### src/rtl/mem_access_ctrl.sv
// mem_access_ctrl: MEM-stage load/store initiator for a word-addressed data memory.
//
// Takes one pipeline request at a time and turns its byte address into a word
// index. Byte and halfword loads are sign- or zero-extended. Byte and halfword
// stores are done as read-modify-write. Every memory-side output is registered.
//
// Ports:
//   clk, reset           clock; synchronous active-high reset
//   req_valid/req_ready  request handshake (ready only while IDLE)
//   req_write            1 = store, 0 = load
//   req_size             00 byte, 01 half, 10 word, 11 illegal
//   req_unsigned         zero-extend loads (lbu/lhu)
//   req_addr, req_wdata  byte address, right-justified store data
//   resp_valid           one-cycle completion pulse
//   resp_rdata           extended load data (0 for stores and errors)
//   resp_err             misaligned, illegal size or out-of-range access
//   MemRead, MemWrite    memory strobes (never both high)
//   Addr, Wdata, Rdata   word index, write word, read word
//   stat_*               load/store/error counters
//
// Optional feature macro: MEMCTL_STATS_EN. When it is defined, saturating
// statistics counters are built. When it is undefined, the stat ports read 0.
module mem_access_ctrl #(
  parameter int DEPTH  = 512,
  parameter int STAT_W = 16
) (
  input  logic              clk,
  input  logic              reset,
  input  logic              req_valid,
  output logic              req_ready,
  input  logic              req_write,
  input  logic [1:0]        req_size,
  input  logic              req_unsigned,
  input  logic [31:0]       req_addr,
  input  logic [31:0]       req_wdata,
  output logic              resp_valid,
  output logic [31:0]       resp_rdata,
  output logic              resp_err,
  output logic              MemRead,
  output logic              MemWrite,
  output logic [31:0]       Addr,
  output logic [31:0]       Wdata,
  input  logic [31:0]       Rdata,
  output logic [STAT_W-1:0] stat_loads,
  output logic [STAT_W-1:0] stat_stores,
  output logic [STAT_W-1:0] stat_errors
);

  typedef enum logic [2:0] {
    IDLE   = 3'd0,
    RD     = 3'd1,
    SAMPLE = 3'd2,
    WR     = 3'd3,
    DONE   = 3'd4
  } state_t;

  localparam logic [29:0] DEPTH_IDX = 30'(DEPTH);

  // Select a byte or halfword lane from a memory word, then extend it.
  function automatic logic [31:0] load_extend(input logic [31:0] word, input logic [1:0] size,
                                              input logic uns, input logic [1:0] lane);
    logic [7:0]  b;
    logic [15:0] h;
    logic [31:0] r;
    case (lane)
      2'd0:    b = word[7:0];
      2'd1:    b = word[15:8];
      2'd2:    b = word[23:16];
      default: b = word[31:24];
    endcase
    h = lane[1] ? word[31:16] : word[15:0];
    case (size)
      2'b00:   r = uns ? {24'h000000, b} : {{24{b[7]}}, b};
      2'b01:   r = uns ? {16'h0000, h} : {{16{h[15]}}, h};
      default: r = word;
    endcase
    return r;
  endfunction

  // Merge the low byte or halfword of the store data into the selected lane.
  function automatic logic [31:0] store_merge(input logic [31:0] word, input logic [31:0] wdata,
                                              input logic [1:0] size, input logic [1:0] lane);
    logic [31:0] r;
    r = word;
    case (size)
      2'b00: begin
        case (lane)
          2'd0:    r[7:0]   = wdata[7:0];
          2'd1:    r[15:8]  = wdata[7:0];
          2'd2:    r[23:16] = wdata[7:0];
          default: r[31:24] = wdata[7:0];
        endcase
      end
      2'b01: begin
        if (lane[1]) r[31:16] = wdata[15:0];
        else         r[15:0]  = wdata[15:0];
      end
      default: r = wdata;
    endcase
    return r;
  endfunction

  state_t      state, next_state;
  logic        lat_write, lat_unsigned;
  logic [1:0]  lat_size, lat_lane;
  logic [31:0] lat_wdata;
  logic        accept, acc_err;
  logic        req_ready_d, resp_valid_d, resp_err_d, mem_read_d, mem_write_d;
  logic [31:0] resp_rdata_d, addr_d, wdata_d;

  // Accept decode and error classification of the incoming request.
  always_comb begin
    accept  = req_valid && (state == IDLE);
    acc_err = (req_size == 2'b11) ||
              ((req_size == 2'b01) && req_addr[0]) ||
              ((req_size == 2'b10) && (req_addr[1:0] != 2'b00)) ||
              (req_addr[31:2] >= DEPTH_IDX);
  end

  // State register.
  always_ff @(posedge clk) begin
    if (reset) state <= IDLE;
    else       state <= next_state;
  end

  // Latch the request attributes at accept.
  always_ff @(posedge clk) begin
    if (reset) begin
      lat_write    <= 1'b0;
      lat_unsigned <= 1'b0;
      lat_size     <= 2'b00;
      lat_lane     <= 2'b00;
      lat_wdata    <= 32'h0;
    end else if (accept) begin
      lat_write    <= req_write;
      lat_unsigned <= req_unsigned;
      lat_size     <= req_size;
      lat_lane     <= req_addr[1:0];
      lat_wdata    <= req_wdata;
    end else begin
      lat_write    <= lat_write;
      lat_unsigned <= lat_unsigned;
      lat_size     <= lat_size;
      lat_lane     <= lat_lane;
      lat_wdata    <= lat_wdata;
    end
  end

  // Next-state logic. A word store does not need the read half of RMW.
  always_comb begin
    next_state = state;
    case (state)
      IDLE: begin
        if (!accept)                                next_state = IDLE;
        else if (acc_err)                           next_state = DONE;
        else if (req_write && (req_size == 2'b10))  next_state = WR;
        else                                        next_state = RD;
      end
      RD:      next_state = SAMPLE;
      SAMPLE:  next_state = lat_write ? WR : DONE;
      WR:      next_state = DONE;
      DONE:    next_state = IDLE;
      default: next_state = IDLE;
    endcase
  end

  // Next values of the registered outputs. They are derived from next_state,
  // so each strobe is high during exactly the cycles its state is occupied.
  always_comb begin
    req_ready_d  = (next_state == IDLE);
    mem_read_d   = (next_state == RD) || (next_state == SAMPLE);
    mem_write_d  = (next_state == WR);
    resp_valid_d = (next_state == DONE);
    // Only the error path goes IDLE -> DONE directly.
    resp_err_d   = (next_state == DONE) && (state == IDLE);
    // Only a load goes SAMPLE -> DONE.
    if ((next_state == DONE) && (state == SAMPLE))
      resp_rdata_d = load_extend(Rdata, lat_size, lat_unsigned, lat_lane);
    else
      resp_rdata_d = 32'h0;
    // Addr only moves at accept, so it is stable across the whole access.
    if (accept && !acc_err) addr_d = {2'b00, req_addr[31:2]};
    else                    addr_d = Addr;
    if ((state == IDLE) && (next_state == WR))
      wdata_d = req_wdata;
    else if ((state == SAMPLE) && (next_state == WR))
      wdata_d = store_merge(Rdata, lat_wdata, lat_size, lat_lane);
    else
      wdata_d = Wdata;
  end

  // Output registers.
  always_ff @(posedge clk) begin
    if (reset) begin
      req_ready  <= 1'b1;
      resp_valid <= 1'b0;
      resp_err   <= 1'b0;
      resp_rdata <= 32'h0;
      MemRead    <= 1'b0;
      MemWrite   <= 1'b0;
      Addr       <= 32'h0;
      Wdata      <= 32'h0;
    end else begin
      req_ready  <= req_ready_d;
      resp_valid <= resp_valid_d;
      resp_err   <= resp_err_d;
      resp_rdata <= resp_rdata_d;
      MemRead    <= mem_read_d;
      MemWrite   <= mem_write_d;
      Addr       <= addr_d;
      Wdata      <= wdata_d;
    end
  end

`ifdef MEMCTL_STATS_EN
  localparam logic [STAT_W-1:0] STAT_MAX = {STAT_W{1'b1}};
  localparam logic [STAT_W-1:0] STAT_ONE = {{(STAT_W-1){1'b0}}, 1'b1};
  logic [STAT_W-1:0] cnt_loads, cnt_stores, cnt_errors;

  // Saturating counters. Each one steps while the matching request is in DONE.
  always_ff @(posedge clk) begin
    if (reset) begin
      cnt_loads  <= {STAT_W{1'b0}};
      cnt_stores <= {STAT_W{1'b0}};
      cnt_errors <= {STAT_W{1'b0}};
    end else if (state == DONE) begin
      if (resp_err) begin
        if (cnt_errors != STAT_MAX) cnt_errors <= cnt_errors + STAT_ONE;
        else                        cnt_errors <= cnt_errors;
      end else if (lat_write) begin
        if (cnt_stores != STAT_MAX) cnt_stores <= cnt_stores + STAT_ONE;
        else                        cnt_stores <= cnt_stores;
      end else begin
        if (cnt_loads != STAT_MAX)  cnt_loads <= cnt_loads + STAT_ONE;
        else                        cnt_loads <= cnt_loads;
      end
    end else begin
      cnt_loads  <= cnt_loads;
      cnt_stores <= cnt_stores;
      cnt_errors <= cnt_errors;
    end
  end

  assign stat_loads  = cnt_loads;
  assign stat_stores = cnt_stores;
  assign stat_errors = cnt_errors;
`else
  assign stat_loads  = {STAT_W{1'b0}};
  assign stat_stores = {STAT_W{1'b0}};
  assign stat_errors = {STAT_W{1'b0}};
`endif

endmodule

### config.mk
export PLATFORM = sky130hd
export DESIGN_NAME = mem_access_ctrl
export DESIGN_NICKNAME = d
export VERILOG_FILES = /design/src/rtl/mem_access_ctrl.sv
export SDC_FILE = /design/constraint.sdc
export NUM_CORES = 1
export LEC_CHECK = 0
export ABC_AREA = 0
export ABC_CLOCK_PERIOD_IN_PS = 2600
export CORE_MARGIN = 5
export CORE_UTILIZATION = 25
export DETAILED_ROUTE_END_ITERATION = 8
export GPL_TIMING_DRIVEN = 0
export PLACE_DENSITY = 0.47
export SYNTH_ARGS = -nofsm -noshare
export SYNTH_HDL_FRONTEND = slang
export SYNTH_SLANG_ARGS = --single-unit
export TNS_END_PERCENT = 30
### constraint.sdc
create_clock -name clk -period 2.6 [get_ports clk]
set_clock_uncertainty 0.15 [all_clocks]
set_input_delay 0.52 -clock clk [delete_from_list [all_inputs] [get_ports clk]]
set_output_delay 0.52 -clock clk [all_outputs]
set_load 0.01 [all_outputs]
# Word-level counts from Yosys, hierarchy flattened
# Index checks and enable logic that the tools add are counted.
# W data, S select, Z words.
# word_totals
regBits	140
in_bits	103
elab_cells	70
# op_classes
order_cmp	1
n_eq_ne	13
mux	19
bitwise	1
reduce_logical	22
# ops
op	n
$mux W32	4
$pmux W32 S2	2
$mux W16	3
$mux W8	4
$ge A30 B10 Y1 const B	1
$pmux W8 S3	1
$eq A3 B2 Y1 const B	4
$pmux W3 S4	1
$logic_and A1 B1 Y1	9
$mux W3	3
$eq A2 B1 Y1 const B	3
$eq A2 B2 Y1 const B	3
$eq A3 B1 Y1 const B	2
$logic_not A3 Y1	2
$logic_not A2 Y1	2
$logic_or A1 B1 Y1	4
$reduce_bool A2 Y1	2
$eq A3 B3 Y1 const B	1
$reduce_or A3 Y1	1
$mux W2	1
$reduce_or A2 Y1	1
$logic_not A1 Y1	1
$not A1 Y1	1

# Longest topological paths before layout
# depth
depth_word	12
mapped_depth	8

# Least setup slack after synthesis
# No wires, ideal clock.
# synth_timing
path_type	input -> register
start	input port req_size[0]
end	register Wdata[24]
arrival_time_ns	1.907
required_time_ns	2.318
setup_slack_ns	0.411
stages	8
path_cell_list	buf_2 -> a21oi_2 -> o2111ai_1 -> or4_1 -> buf_2 -> buf_2 -> nand3_1 -> a31oi_1
# synth_between
elab_chain_len	11
# synth_rtl
element	line_no	rtl
from (decl)	32	input logic [1:0] req_size,
$eq A2 B1 Y1	115	((req_size == 2'b01) && req_addr[0]) ||
$logic_and A1 B1 Y1	115	
$logic_or A1 B1 Y1	114	acc_err = (req_size == 2'b11) ||
$logic_or A1 B1 Y1	115	
$logic_or A1 B1 Y1	116	((req_size == 2'b10) && (req_addr[1:0] != 2'b00)) ||
$mux W3 *	155	else if (acc_err) next_state = DONE;
$mux W3 *	154	if (!accept) next_state = IDLE;
$pmux W3 S4 *	152	case (state)
$eq A3 B2 Y1 *	184, 186	
$logic_and A1 B1 Y1 (on tied branches)	184, 186	
$mux W32 or $reduce_bool A2 Y1 (tied branches)	--	
to (signal assigned)	211	Wdata <= wdata_d;
to (decl)	42	output logic [31:0] Wdata,
# Mark *: on every way between the ends. The rest lies on a longest branch, timed or not.
# A chain may end at the register's enable or synchronous reset.

# Worst setup path after layout
# layout_timing
start	input port Rdata[7]
end	register resp_rdata[25]
# layout_between
elab_chain_len	3
# layout_rtl
element	line_no	rtl
from (decl)	43	input logic [31:0] Rdata,
$pmux W8 S3	65	case (lane)
$mux W32	73	2'b00: r = uns ? {24'h000000, b} : {{24{b[7]}}, b};
$pmux W32 S2	72	case (size)
to (signal assigned)	207	resp_rdata <= resp_rdata_d;
to (decl)	37	output logic [31:0] resp_rdata,
# No other way between the ends.

==> results_dict.tcl <==
set metrics [dict create \
    crit_fanout 10 \
    area_delta_synth_final_pct 48.99 \
    die_width_um 175.2 \
    synthTopCellsByArea "dfxtp_1 (41%), a21oi_1 (7.8%), nand2_1 (6.2%)" \
    yosysSeqAreaShare 0.4107 \
    numPortBuffers 201 \
    track_usage 0.1768 \
    ys_types 59 \
    multiInputGateArea_mm2 0.003527 \
    dp_hpwl_um 21840 \
    syn_area_mm2 0.006824 \
    placed_cells 1389 \
    cts_buffer_depth 2 \
    clkTransAtPathRegs_ns 0.06 \
    fin_crit_sh 0.9385 \
    synthArstFlopShare 0 \
    post-synth-top-area-cell "dfxtp_1" \
    antenna_cells 0 \
    place_ws_ns -0.6567 \
    drt-total-wl_um 27950 \
    first_pass_iters 5 \
    max_freq_ghz 0.4098 \
    reg2regPathDepth 6 \
    tightest_slew_ns 0.8085 \
    clk_latency_ns 0.43 \
    power_density_mw_per_mm2 546.3 \
    cts_tree "yes" \
    drc 0 \
    syn_area_per_cell_um2 8.551 \
    rsz0062_at_grt "no" \
    cts_root_buf "clkbuf_16" \
    vdd_drop_max_mv 0.2930 \
    power_mw 5.554 \
    required_ns 2.75 \
    worstSetupPathType "input pin to register" \
    crit_path_start_kind "input pin" \
    syn-instance-count 798 \
    core_mm2 0.02695 \
    fin_ws_ns 0.1599 \
    yosys_warnings 0 \
    dr.first_iter.drc_count 460 \
    postCtsHoldBufs 0 \
    rows 60 \
    cp-end-kind "register" \
    setup_viol_count_final 0 \
    wl_per_cell_um 19.63 \
    fin_crit_ns 2.440 \
    viasPerCell 4.732 \
    vias 6739 \
    die_height_um 175.2 \
    synth_flop_cell "dfxtp_1" \
    antenna_found_initial 1 \
    seqCellArea_mm2 0.002803 \
    relSlewSlack 0.4581 \
    cts_made_buffers 17 \
    antenna_left 0 \
    place.gp.congestion 0.9083 \
    worstHoldPathType "register to register" \
    finalCoreUtilization 0.3773 \
    drv_cap 0 \
    nNetsFinal 1173 \
    slew_violations 0 \
    grt_pass1_vias 6646 \
    htree_levels 4 \
    status "finished clean" \
    arrival_ns 2.59 \
    grt_start_max_net_pins 17 \
    fillers 2790 \
    netlist.area_leader.share 0.4107 \
    gr-total-overflow 0 \
    hold_path_depth 2 \
    ioPinCount 252 \
    initial_core_util 0.2532 \
    cts.sinks 140 \
    final-hold-violation-count 0 \
    synth_seq_cells 140 \
    layout.cells.non_filler 1424 \
    grt_pass1_wl_um 41460 \
    drive_gt1_frac 0.1339 \
    synth_edf_count 0 \
    design.die.area_mm2 0.03070 \
    power_leakage_nw 3.989 \
]
## cells in the final DEF, fill, tap and decap left out, types with 5 or more instances in the layout
cell type | netlist | routed
and4b_1 | 7 | 7
nand3_1 | 14 | 14
conb_1 | 1 | 50
a211o_1 | 8 | 8
nor3_1 | 11 | 10
clkbuf_1 | 34 | 32
a21oi_1 | 106 | 106
clkdlybuf4s50_1 | 0 | 201
nor2_1 | 34 | 34
o311ai_0 | 5 | 5
nand2_1 | 112 | 112
mux2i_1 | 37 | 37
o32ai_2 | 7 | 7
inv_1 | 15 | 15
nor4b_1 | 8 | 7
clkbuf_16 | 0 | 17
a221o_1 | 14 | 14
nand2b_1 | 16 | 16
dfxtp_1 | 140 | 140
o22ai_1 | 12 | 12
o221ai_1 | 7 | 7
o21ai_0 | 21 | 21
a31oi_1 | 9 | 9
a21o_1 | 9 | 9
o32ai_1 | 6 | 6
buf_2 | 21 | 18
buf_6 | 4 | 7
nand4b_1 | 7 | 7
buf_4 | 50 | 52
and2_1 | 29 | 29
## final cells by class
class,instances,share of cell area
inverters,16,0.005907
flip-flops and latches,140,0.2757
repair buffers,204,0.2005
clock buffers,17,0.04184
multi-input cells,577,0.3469
clock inverters,15,0.01932
well taps,341,0.04196
plain buffers,114,0.06793
## repair_timing
action	CTS	global route
setup buffers	2	1
endpoints found under the hold margin	0	0
gates resized for setup	3	16
pin swaps	1	4
endpoints found under the setup margin	37	37
## cell usage after synthesis, types with 5 or more instances
master and n:
o221ai_1 7, nor2_1 34, nand3_1 14, inv_1 15
o311ai_0 5, and4b_1 7, nor4b_1 8, a21o_1 9
o32ai_2 7, clkbuf_1 34, o32ai_1 6, buf_1 5
mux2i_1 37, nand2b_1 16, buf_2 21, a21oi_1 106
nor3_1 11, o22ai_1 12, nand2_1 112, a211o_1 8
o21ai_0 21, buf_4 50, nand4b_1 7, nor4_1 5
a221o_1 14, a31oi_1 9, and2_1 29, dfxtp_1 140
## metal layers
metal,up-vias,part of all wire,global-route usage
met5,-,0.00047,0
met4,2,0.017,0.04255
met3,36,0.086,0.05452
met2,286,0.45,0.2785
met1,3125,0.45,0.2373
li1,3290,-,-
## through the flow
stage                     setup TNS, ns  hold slack [ns]  instance area (µm²)
after floorplan                       0           0.2861                 7008
final                                 0           0.3070                10170
after global routing                  0           0.3267                10170
after global placement           -30.89           0.2912                 9447
after detailed placement         -32.94           0.2935                 9447
after CTS                             0           0.3099                10090
## path summary, 6_finish.rpt
| check | start | to | slack (ns) |
|---|---|---|---|
| worst max-delay path | Rdata[7] | resp_rdata[25] | 0.16 |
| worst min-delay path | lat_wdata[18] | lat_wdata[18] | 0.31 |
| worst max register to register | state[0] | lat_size[0] | 0.18 |
| worst min register to register | lat_wdata[18] | lat_wdata[18] | 0.31 |
## registers in the layout (all words and copies together), names as in the netlist
register,flops
MemRead,1
lat_wdata,32
lat_lane,2
Wdata,32
lat_size,2
lat_unsigned,1
resp_valid,1
resp_rdata,32
req_ready,1
MemWrite,1
Addr,30
resp_err,1
lat_write,1
state,3
## report_power, final
part / switching (mW) / total [mW] / leakage [nW] / internal (mW)
sequential: 0.0422 / 2.23 / 1.13 / 2.18
clock: 1.12 / 2.58 / 0.298 / 1.47
combinational: 0.413 / 0.744 / 2.56 / 0.331
total: 1.57 / 5.55 / 3.99 / 3.98
## kinds of logic after synthesis
logic type	synth area share
and+or+nand+nor	0.1991
AOI/OAI and AO/OA	0.2182
DFF	0.4107
buffers and inverters	0.1073
muxes	0.06417
other	0.0005495
## worst max-delay path, stage by stage
cell,delay (ns)
clkdlybuf4s50_1,0.57
mux4_2,0.52
and2_1,0.19
o21ai_2,0.39
buf_2,0.30
a21oi_1,0.09
No activity file was read; power rests on OpenSTA's default activity.
